File: src/rtl/seq_detector_param.sv
`default_nettype none
// ============================================================================
// Module   : seq_detector_param
// Purpose  : Moore detector for an N-bit serial pattern (MSB first) with an
//            overlapping or restarting match mode and a saturating match count.
//            Define RUNTIME_PATTERN_EN to add a loadable pattern register.
// Revision : 1.0 - initial release
// ============================================================================

module seq_detector_param #(
  parameter int           N       = 4,
  parameter logic [N-1:0] PATTERN = 4'b1011,
  parameter bit           OVERLAP = 1'b1,
  parameter int           CNT_W   = 8
) (
  input  logic             clk,
  input  logic             rst,
  input  logic             en,
  input  logic             w,
`ifdef RUNTIME_PATTERN_EN
  input  logic [N-1:0]     pat_in,
  input  logic             pat_load,
`endif
  output logic             z,
  output logic [CNT_W-1:0] match_count,
  output logic [4:0]       state_dbg
);

  localparam int SW = $clog2(N + 1);
  localparam int TW = 5;

  typedef logic [SW-1:0] state_t;

  localparam state_t C_MATCH = state_t'(N);

  // Longest pattern prefix that is a suffix of (first s pattern bits, b).
  function automatic logic [TW-1:0] calc_next(input logic [TW-1:0] s,
                                              input logic          b,
                                              input logic [N-1:0]  pat);
    logic [16:0] patx;
    logic [16:0] p;
    logic [16:0] mask;
    int          len;
    int          res;
    patx = 17'(pat);
    if ((int'(s) == N) && !OVERLAP) begin
      p   = 17'(b);
      len = 1;
    end else begin
      p   = ((patx >> (N - int'(s))) << 1) | 17'(b);
      len = int'(s) + 1;
    end
    res = 0;
    for (int k = 1; k <= N; k++) begin
      mask = (17'd1 << k) - 17'd1;
      if ((k <= len) && ((p & mask) == (patx >> (N - k)))) res = k;
    end
    return TW'(res);
  endfunction

  state_t           state_q, state_d;
  logic [CNT_W-1:0] cnt_q, cnt_d;
  logic [TW-1:0]    nxt;

`ifdef RUNTIME_PATTERN_EN
  logic [N-1:0]     pat_q, pat_d;

  always_comb begin
    nxt = calc_next(TW'(state_q), w, pat_q);
  end
`else
  function automatic logic [(N+1)*TW-1:0] build_tbl(input logic b);
    logic [(N+1)*TW-1:0] t;
    t = '0;
    for (int s = 0; s <= N; s++) t[s*TW +: TW] = calc_next(TW'(s), b, PATTERN);
    return t;
  endfunction

  localparam logic [(N+1)*TW-1:0] C_NXT0 = build_tbl(1'b0);
  localparam logic [(N+1)*TW-1:0] C_NXT1 = build_tbl(1'b1);

  always_comb begin
    nxt = '0;
    for (int s = 0; s <= N; s++) begin
      if (int'(state_q) == s) nxt = w ? C_NXT1[s*TW +: TW] : C_NXT0[s*TW +: TW];
    end
  end
`endif

  always_comb begin
    state_d = state_q;
    cnt_d   = cnt_q;
`ifdef RUNTIME_PATTERN_EN
    pat_d   = pat_q;
    if (pat_load) begin
      pat_d   = pat_in;
      state_d = '0;
    end else
`endif
    // Encodings above N can only come from an upset; recover without waiting for en.
    if (int'(state_q) > N) begin
      state_d = '0;
    end else if (en) begin
      state_d = state_t'(nxt);
      if ((int'(nxt) == N) && (cnt_q != {CNT_W{1'b1}})) cnt_d = cnt_q + CNT_W'(1);
    end
  end

  always_ff @(posedge clk or posedge rst) begin
    if (rst) begin
      state_q <= '0;
      cnt_q   <= '0;
`ifdef RUNTIME_PATTERN_EN
      pat_q   <= PATTERN;
`endif
    end else begin
      state_q <= state_d;
      cnt_q   <= cnt_d;
`ifdef RUNTIME_PATTERN_EN
      pat_q   <= pat_d;
`endif
    end
  end

  assign z           = (state_q == C_MATCH);
  assign match_count = cnt_q;
  assign state_dbg   = 5'(state_q);

endmodule

`default_nettype wire

File: config.mk
export PLATFORM = sky130hd
export DESIGN_NAME = seq_detector_param
export DESIGN_NICKNAME = d
export VERILOG_FILES = /design/src/rtl/seq_detector_param.sv
export SDC_FILE = /design/constraint.sdc
export NUM_CORES = 1
export LEC_CHECK = 0
export CORE_AREA = 2 2 42 44
export DETAILED_ROUTE_END_ITERATION = 10
export DIE_AREA = 0 0 44 46
export PLACE_DENSITY = 0.68
export SYNTH_ARGS = -nofsm -noshare
export SYNTH_HDL_FRONTEND = slang
export SYNTH_SLANG_ARGS = --single-unit
File: constraint.sdc
create_clock -name clk -period 1.5 [get_ports clk]
set_input_delay 0.225 -clock clk [delete_from_list [all_inputs] [get_ports clk]]
set_output_delay 0.225 -clock clk [all_outputs]
set_load 0.005 [all_outputs]
==> results of run 1 <==
## routing by layer
metal  wire length [um]  global-route usage, %  vias up
met1                575                   17.4      274
met3                 65                   3.57        2
met5                  0                      0        -
met2                781                   31.8       13
li1                   -                      -      285
met4                 27                   6.06        0
## cell type report
class	count	area (um2)
Clock buffer	4	26.3
Fill cell	145	657
Inverter	6	22.5
Multi-Input combinational cell	41	309
Sequential cell	11	275
Tap cell	17	21.3
Timing Repair Buffer	32	303
## through the flow
step / power [mW] / setup slack [ns] / std cells / TNS [ns] / area, um2
after floorplan: 0.697 / 0.0470 / 61 / 0 / 608
after global placement: 1.02 / -0.114 / 102 / -0.499 / 850
after detailed placement: 1.04 / -0.145 / 102 / -0.640 / 850
after CTS: 1.33 / 0.00903 / 110 / 0 / 923
after global routing: 1.47 / 0.00103 / 111 / 0 / 957
final: 1.36 / 0.0696 / 111 / 0 / 957
## how the worst max path moves through the flow
stage                              start  slack [ns]  depth (start not counted)              to
after floorplan           match_count[0]        0.05                          5  match_count[1]
after global placement                en       -0.11                          4  match_count[1]
after detailed placement              en       -0.14                          5  match_count[3]
after CTS                     state_q[2]       0.009                          2    state_dbg[2]
after global routing          state_q[1]       0.001                          5  match_count[3]
final                     match_count[1]        0.07                          5  match_count[1]
## sequential cells by signal, indices dropped and copies added (netlist names)
| name | cells |
|---|---|
| match_count | 8 |
| state_q | 3 |
## power groups by stage
stage,Combinational (mW),Sequential [mW],Clock [mW]
floorplan,0.215,0.482,0
global placement,0.591,0.431,0
detailed placement,0.606,0.433,0
CTS,0.689,0.435,0.207
global route,0.790,0.455,0.228
finish,0.719,0.444,0.201
## placed cells by master (no fill, tap or decap)
cell type / n
sky130_fd_sc_hd__a21boi_0: 1
sky130_fd_sc_hd__a21oi_1: 3
sky130_fd_sc_hd__a22o_1: 1
sky130_fd_sc_hd__a31oi_1: 3
sky130_fd_sc_hd__a41oi_1: 1
sky130_fd_sc_hd__and3_1: 2
sky130_fd_sc_hd__and4_1: 1
sky130_fd_sc_hd__and4b_4: 1
sky130_fd_sc_hd__buf_4: 12
sky130_fd_sc_hd__buf_6: 5
sky130_fd_sc_hd__clkbuf_1: 1
sky130_fd_sc_hd__clkbuf_2: 1
sky130_fd_sc_hd__clkbuf_4: 3
sky130_fd_sc_hd__clkdlybuf4s50_1: 8
sky130_fd_sc_hd__conb_1: 2
sky130_fd_sc_hd__dfrtp_1: 11
sky130_fd_sc_hd__dlygate4sd2_1: 1
sky130_fd_sc_hd__dlymetal6s2s_1: 5
sky130_fd_sc_hd__ha_2: 1
sky130_fd_sc_hd__inv_1: 5
sky130_fd_sc_hd__inv_2: 1
sky130_fd_sc_hd__mux2_4: 1
sky130_fd_sc_hd__mux2i_1: 1
sky130_fd_sc_hd__nand2_1: 3
sky130_fd_sc_hd__nand3_1: 1
sky130_fd_sc_hd__nand3_2: 1
sky130_fd_sc_hd__nand4_1: 2
sky130_fd_sc_hd__nand4b_1: 1
sky130_fd_sc_hd__nor2_1: 4
sky130_fd_sc_hd__nor2b_1: 1
sky130_fd_sc_hd__nor3_4: 1
sky130_fd_sc_hd__nor4_1: 1
sky130_fd_sc_hd__nor4_4: 1
sky130_fd_sc_hd__o21ai_0: 1
sky130_fd_sc_hd__o22ai_1: 1
sky130_fd_sc_hd__o32ai_1: 1
sky130_fd_sc_hd__xnor2_1: 3
sky130_fd_sc_hd__xor2_1: 1
## critical path, stage by stage (launching register included)
cell	delay (ns)
sky130_fd_sc_hd__dfrtp_1	0.41
sky130_fd_sc_hd__ha_2	0.20
sky130_fd_sc_hd__and3_1	0.21
sky130_fd_sc_hd__nand2_1	0.10
sky130_fd_sc_hd__nand3_2	0.11
sky130_fd_sc_hd__mux2_4	0.30
## cell families after synthesis
kind of cell,share of synthesized area (%)
other,0.621
XOR/XNOR,5.80
adder cells (fa/ha/maj),2.07
AO/OA/AOI/OAI,13.0
AND/OR/NAND/NOR,21.7
multiplexers,4.14
flip-flops,45.5
buffers and inverters,7.04
## timing repair
item	CTS	global route
gates resized for setup	7	11
endpoints found under the setup margin	4	8
setup buffers	4	1
==> reports/results.txt, run 1 <==
Kind of end point of the critical path: a flop. The clock passes through at most 2 buffers. The die is 44 um wide. Share of layout cells above drive strength 1: 29.8%.

The core footprint is 1610 um2. TritonCTS built the clock tree. The number of antenna violations at the first check in global routing is 0. The internal power of the cells totals 0.903 mW. The tools report the die footprint as 2020 um2. After detailed routing, the number of remaining DRC violations is 0. After synthesis, the most frequently instantiated cells are sky130_fd_sc_hd__dfrtp_1 (11), sky130_fd_sc_hd__inv_1 (5), sky130_fd_sc_hd__nor2_1 (4).

The library cell with the largest summed area after synthesis was sky130_fd_sc_hd__dfrtp_1. Once layout is complete, the utilization of the core stands at 59.3%. The later pin in the worst-skew pair is clocked with a latency of 0.27 ns.

Ranked by total cell area, the synthesized netlist is headed by sky130_fd_sc_hd__dfrtp_1 (46%), sky130_fd_sc_hd__xnor2_1 (4.3%), sky130_fd_sc_hd__nor4_4 (3.5%). Yosys mapped a number of flops with a built-in enable equal to 0. Setup violations remaining at the end of the flow were counted as 0. The setup check on the worst reg-to-reg path leaves a slack of 0.07 ns. The clock buffer count from CTS was 3.

The tools report the H-tree depth as 1. The average instance area after synthesis came out at 10.1 um2. The clock network power share was 14.7%; the minimum clock period was 1.43 ns. The peak supply drop is 0.744 mV, and the last weighted congestion value of the routability-driven placer is 0.714. Setup repair after global routing left no endpoint under its margin. The number of antenna diodes in the final layout is 0.

The starting density of the core was 37.4%; the power per unit of standard cell area was 1420 nW/um2. The run gives 1450 um as the routed wire length. In this run the critical register-to-register path is captured at match_count[1]. Number of hold-repair buffers added at the cts stage: 0. For the number of core rows, the log shows 15. The height of the die was 46 um.

The quantity of I/O buffers inserted on ports was 15. 18 I/O pins were placed. The clock-pin slew of the registers on the worst-case setup and hold paths is 0.07 ns, and the number of maximum-capacitance constraint violations is 0. For the final database, setup skew stands at 0.00508 ns. Leakage power: 0.508 nW. Switching power: 0.460 mW. The area added between synthesis and finish was 58.4%.

The detailed-routing iteration count for the pre-antenna-repair pass is 4, and the synthesized cell area is 604 um2. In this run switching power makes up 33.7% of total power. In this run the critical register-to-register path is launched from match_count[1]. STA puts the critical path data arrival time at 1.59 ns. The run gives 0 as the number of pins exceeding their max-slew limit in the final report. Worst hold-check path type: in2async.

For the detailed placer's ending HPWL, the log shows 1060 um. Hold is met by 0.261 ns. Data on the critical path is required at its endpoint by 1.66 ns. During synthesis, Yosys emitted a total of 0 warnings. The total via count after detailed routing is 574, and the register area share after synthesis is 45.5%.

The clock sink count was 11. For the hold violation count in the final report, the log shows 0. Based on the critical path, the design can be clocked at up to 699 MHz. Synthesized instance count: 60. The number of distinct library cells after synthesis was 31; the register bit total from synthesis was 11. In this run, flip-flops and latches consume 32.5% of the power. In the final routed layout, each cell accounts on average for 13.1 um.

The run gives 581 as the via count of the first global-routing pass. Among all flip-flop cells after synthesis, the most frequent one is sky130_fd_sc_hd__dfrtp_1. In the final design database the tool counted 100 nets.

The maximum number of pins on one net before global-route repair is 12. Along the worst path, the maximum fanout reaches 3. The first global-routing pass estimated 2400 um of wire. In this run, the combinational gates consume 52.7% of the power. The top cell type by area accounts for 45.5% of the synthesized area.

The count of nets left with antenna violations once routing finished came out at 0. The flow ran to the end, and the final reports show no timing, DRC or antenna violations. The number of DRC violations after detailed-routing iteration 0 came out at 1. STA classifies the critical path startpoint as a flop. The worst path uses 95.4% of the clock period. Global routing used 16.5% of the available tracks.

Using the TritonRoute via totals, the vias-per-cell ratio works out to 5.17. In the post-synthesis netlist, the cell with the most instances is sky130_fd_sc_hd__dfrtp_1. The proportion of register bits with asynchronous set or reset after synthesis was 100%.

The worst setup path is of the reg2reg kind. For this run the aggregate overflow at the end of global routing stands at 0. Clock tree synthesis selected as its root buffer the cell sky130_fd_sc_hd__clkbuf_4. The worst reg2reg path depth was 5.
Note: power is estimated with default switching activity, not from simulation.
==> run 2: changes to the inputs <==
--- a/config.mk
+++ b/config.mk
@@ -5,10 +5,10 @@
 export SDC_FILE = /design/constraint.sdc
 export NUM_CORES = 1
 export LEC_CHECK = 0
-export CORE_AREA = 2 2 42 44
+export CORE_AREA = 2 2 48 50
 export DETAILED_ROUTE_END_ITERATION = 10
-export DIE_AREA = 0 0 44 46
-export PLACE_DENSITY = 0.68
+export DIE_AREA = 0 0 50 52
+export PLACE_DENSITY = 0.54
 export SYNTH_ARGS = -nofsm -noshare
 export SYNTH_HDL_FRONTEND = slang
 export SYNTH_SLANG_ARGS = --single-unit
==> reports/results.txt, run 2 (synthesized netlist as in run 1, its figures left out) <==
The flow ran to the end, and the final reports show no timing, DRC or antenna violations. The path class of the tightest hold or removal check is in2async. The number of pins exceeding their max-slew limit in the final report was 0; the share of layout cells above drive strength 1 was 28.3%.

The placed instances occupy a cell area of 863 um2. Across the run, the number of max-cap violations was 0. Dividing the final minimum period by the clock period gives 95.2%. The run gives 2110 um2 as the core footprint. The first detailed-routing pass took 4 iterations. Buffers inserted to repair hold after CTS numbered 0. The delay contributed by the slowest stage of the critical path was 0.38 ns. After routing the design area is 951 um2. The height of the die was 52 um; the ratio of routed vias to standard cells was 4.76. Timing analysis after detailed placement gives a worst setup slack of -0.176 ns.

Compared with the post-synthesis result, the final layout area differs by 57.3%. The top cell types in the final layout, fill and taps aside, are sky130_fd_sc_hd__buf_4 (13), sky130_fd_sc_hd__dfrtp_1 (10), sky130_fd_sc_hd__clkdlybuf4s50_1 (8). The run gives 11 as the clock sink count.

At the worst endpoint, the required time is 1.27 ns. The remaining antenna violation count is 0, and the number of filler cells placed in the layout is 196. The logs give 0 for the antenna diode count and 1360 um for the routed wire length. Across the routed clock network, the largest skew measured is 0.00143 ns. The data arrival time of the critical path was 1.20 ns. During placement, the flow inserted port buffers numbering 15.

The number of clock buffers added by TritonCTS is 3. The run gives 2330 um as the wire length of the first global-routing pass. For the number of remaining DRC errors, the log shows 0. The kind of end point of the critical path is a primary output.

In this run the power density over the cells is 1350 nW/um2. The net count of the finished layout is 98. The tools report the global route total overflow as 0. For the total via count after detailed routing, the log shows 571. IR analysis of the VDD net gives a maximum drop of 0.748 mV. Once routing completed, OpenROAD measured the worst setup slack at 0.0716 ns. The logs give 12.2% for the overall fraction of global-route tracks in use and 120 for the non-filler instance count after layout. Setup repair after global routing left no endpoint under its margin. Setup violations remaining at the end of the flow were counted as 0. Clock insertion delay at the later pin of the skew report: 0.27 ns. The run gives 1.29 mW as the total chip power. The number of DRC violations after detailed-routing iteration 0 was 3; the detailed placer's ending HPWL was 990 um. The number of antenna violations at the first check in global routing was 0; the maximum number of pins on one net before global-route repair was 12.

The tools report the hold violation count in the final report as 0. The critical setup path kind was reg2out. After detailed routing, the average wire length per cell comes to 11.3 um. The last weighted congestion value of the routability-driven placer was 0.683; the number of placed I/O pins was 18.

The clock period could shrink to 1.43 ns. For this design, the slowest cell found on the critical path is sky130_fd_sc_hd__dfrtp_1. The via count of the first global-routing pass is 519.

Walking the worst path, the cells encountered are buf_4 > nor3_4 > clkdlybuf4s15_1. For this configuration, the core starts out at a cell density of 28.7%. The startpoint type of the worst setup path is a flop. The die is 50 um wide. No sink is reached through more buffers than the 2 on the longest clock path.

The largest driver fanout on the critical path was 2. TritonCTS built the clock tree. The library cell used most frequently in the layout, excluding fill and tap cells, is sky130_fd_sc_hd__buf_4. The number of flip-flops in the largest register came out at 8. Counting tap cells, the placed design contains a total of 113 instances. The logs give 1 for the H-tree depth and 2600 um2 for the die footprint. The cell sitting at the root of the clock tree is a sky130_fd_sc_hd__clkbuf_4.

The tools report the fmax as 700 MHz. The number of core rows was 17; the leakage power was 0.494 nW. Clock-pin slew was measured on the worst setup and hold paths at 0.07 ns.
## run 2: cell count changes in the layout (fill, tap and decap cells not counted)
| cell | previous run | this run |
|---|---|---|
| sky130_fd_sc_hd__nand2_1 | 3 | 2 |
| sky130_fd_sc_hd__ha_1 | 0 | 1 |
| sky130_fd_sc_hd__buf_4 | 12 | 13 |
| sky130_fd_sc_hd__clkbuf_2 | 1 | 0 |
| sky130_fd_sc_hd__nand2_2 | 0 | 1 |
| sky130_fd_sc_hd__ha_2 | 1 | 0 |
| sky130_fd_sc_hd__buf_6 | 5 | 2 |
| sky130_fd_sc_hd__clkdlybuf4s15_1 | 0 | 1 |
| sky130_fd_sc_hd__dfrtp_2 | 0 | 1 |
| sky130_fd_sc_hd__dfrtp_1 | 11 | 10 |
## run 2: metrics by stage
| stage | setup TNS (ns) | utilization [%] | hold slack (ns) |
|---|---|---|---|
| 3_3_place_gp | -0.658 | 41.0 | 0.507 |
| 3_5_place_dp | -0.791 | 41.0 | 0.504 |
| 6_report | 0 | 45.2 | 0.252 |
| 2_1_floorplan | 0 | - | 0.0774 |
| 4_1_cts | 0 | 43.0 | 0.260 |
| 5_1_grt | 0 | 45.2 | 0.319 |
## run 2: worst max-delay path: cells and delay by family, from the launching register on
kind	cells	cell delay (ns)
buffers and inverters	2	0.38
and+or+nand+nor	1	0.18
DFF	1	0.38
## run 2: final timing paths
kind                           startpoint              to  slack (ns)  cells after the start
hold reg to reg            match_count[6]  match_count[6]        0.52                      1
min in group clk           match_count[6]  match_count[6]        0.52                      1
setup / recovery               state_q[0]               z        0.07                      3
hold / removal                        rst  match_count[2]        0.25                      2
setup reg to reg           match_count[0]  match_count[1]        0.08                      5
max in group asynchronous             rst  match_count[3]        0.93                      2
## run 2: power by group
part | switching [mW] | internal [mW] | total, mW
sequential | 0.0675 | 0.379 | 0.446
clock | 0.101 | 0.103 | 0.204
combinational | 0.264 | 0.373 | 0.637
## run 2: area by class of cell
| class | count | area, um2 | area share [%] |
|---|---|---|---|
| clock buffer | 4 | 26.3 | 2.76 |
| inverter | 6 | 22.5 | 2.37 |
| multi-input combinational | 41 | 309 | 32.5 |
| timing repair buffer | 30 | 282 | 29.6 |
| sequential | 11 | 277 | 29.1 |
| tap | 28 | 35.0 | 3.68 |
## run 2: what timing repair did
item,in CTS,in global routing
resized for setup,5,10
endpoints found under the setup margin,4,8
buffers inserted,1,2
pin swaps,0,0
## run 2: routing by layer
| layer | global-route usage [%] | up-vias | wire length, um |
|---|---|---|---|
| met2 | 19.7 | 15 | 668 |
| met1 | 14.4 | 274 | 618 |
| met3 | 5.46 | 2 | 63 |
| li1 | - | 280 | - |
| met5 | 0 | - | 0 |
| met4 | 4.17 | 0 | 8 |
==> run 3: changes to the inputs <==
--- a/config.mk
+++ b/config.mk
@@ -5,6 +5,7 @@
 export SDC_FILE = /design/constraint.sdc
 export NUM_CORES = 1
 export LEC_CHECK = 0
+export CAP_MARGIN = 20
 export CORE_AREA = 2 2 48 50
 export DETAILED_ROUTE_END_ITERATION = 10
 export DIE_AREA = 0 0 50 52
==> results of run 3 <==
The final DEF is identical to that of run 2; final timing and power are the same.
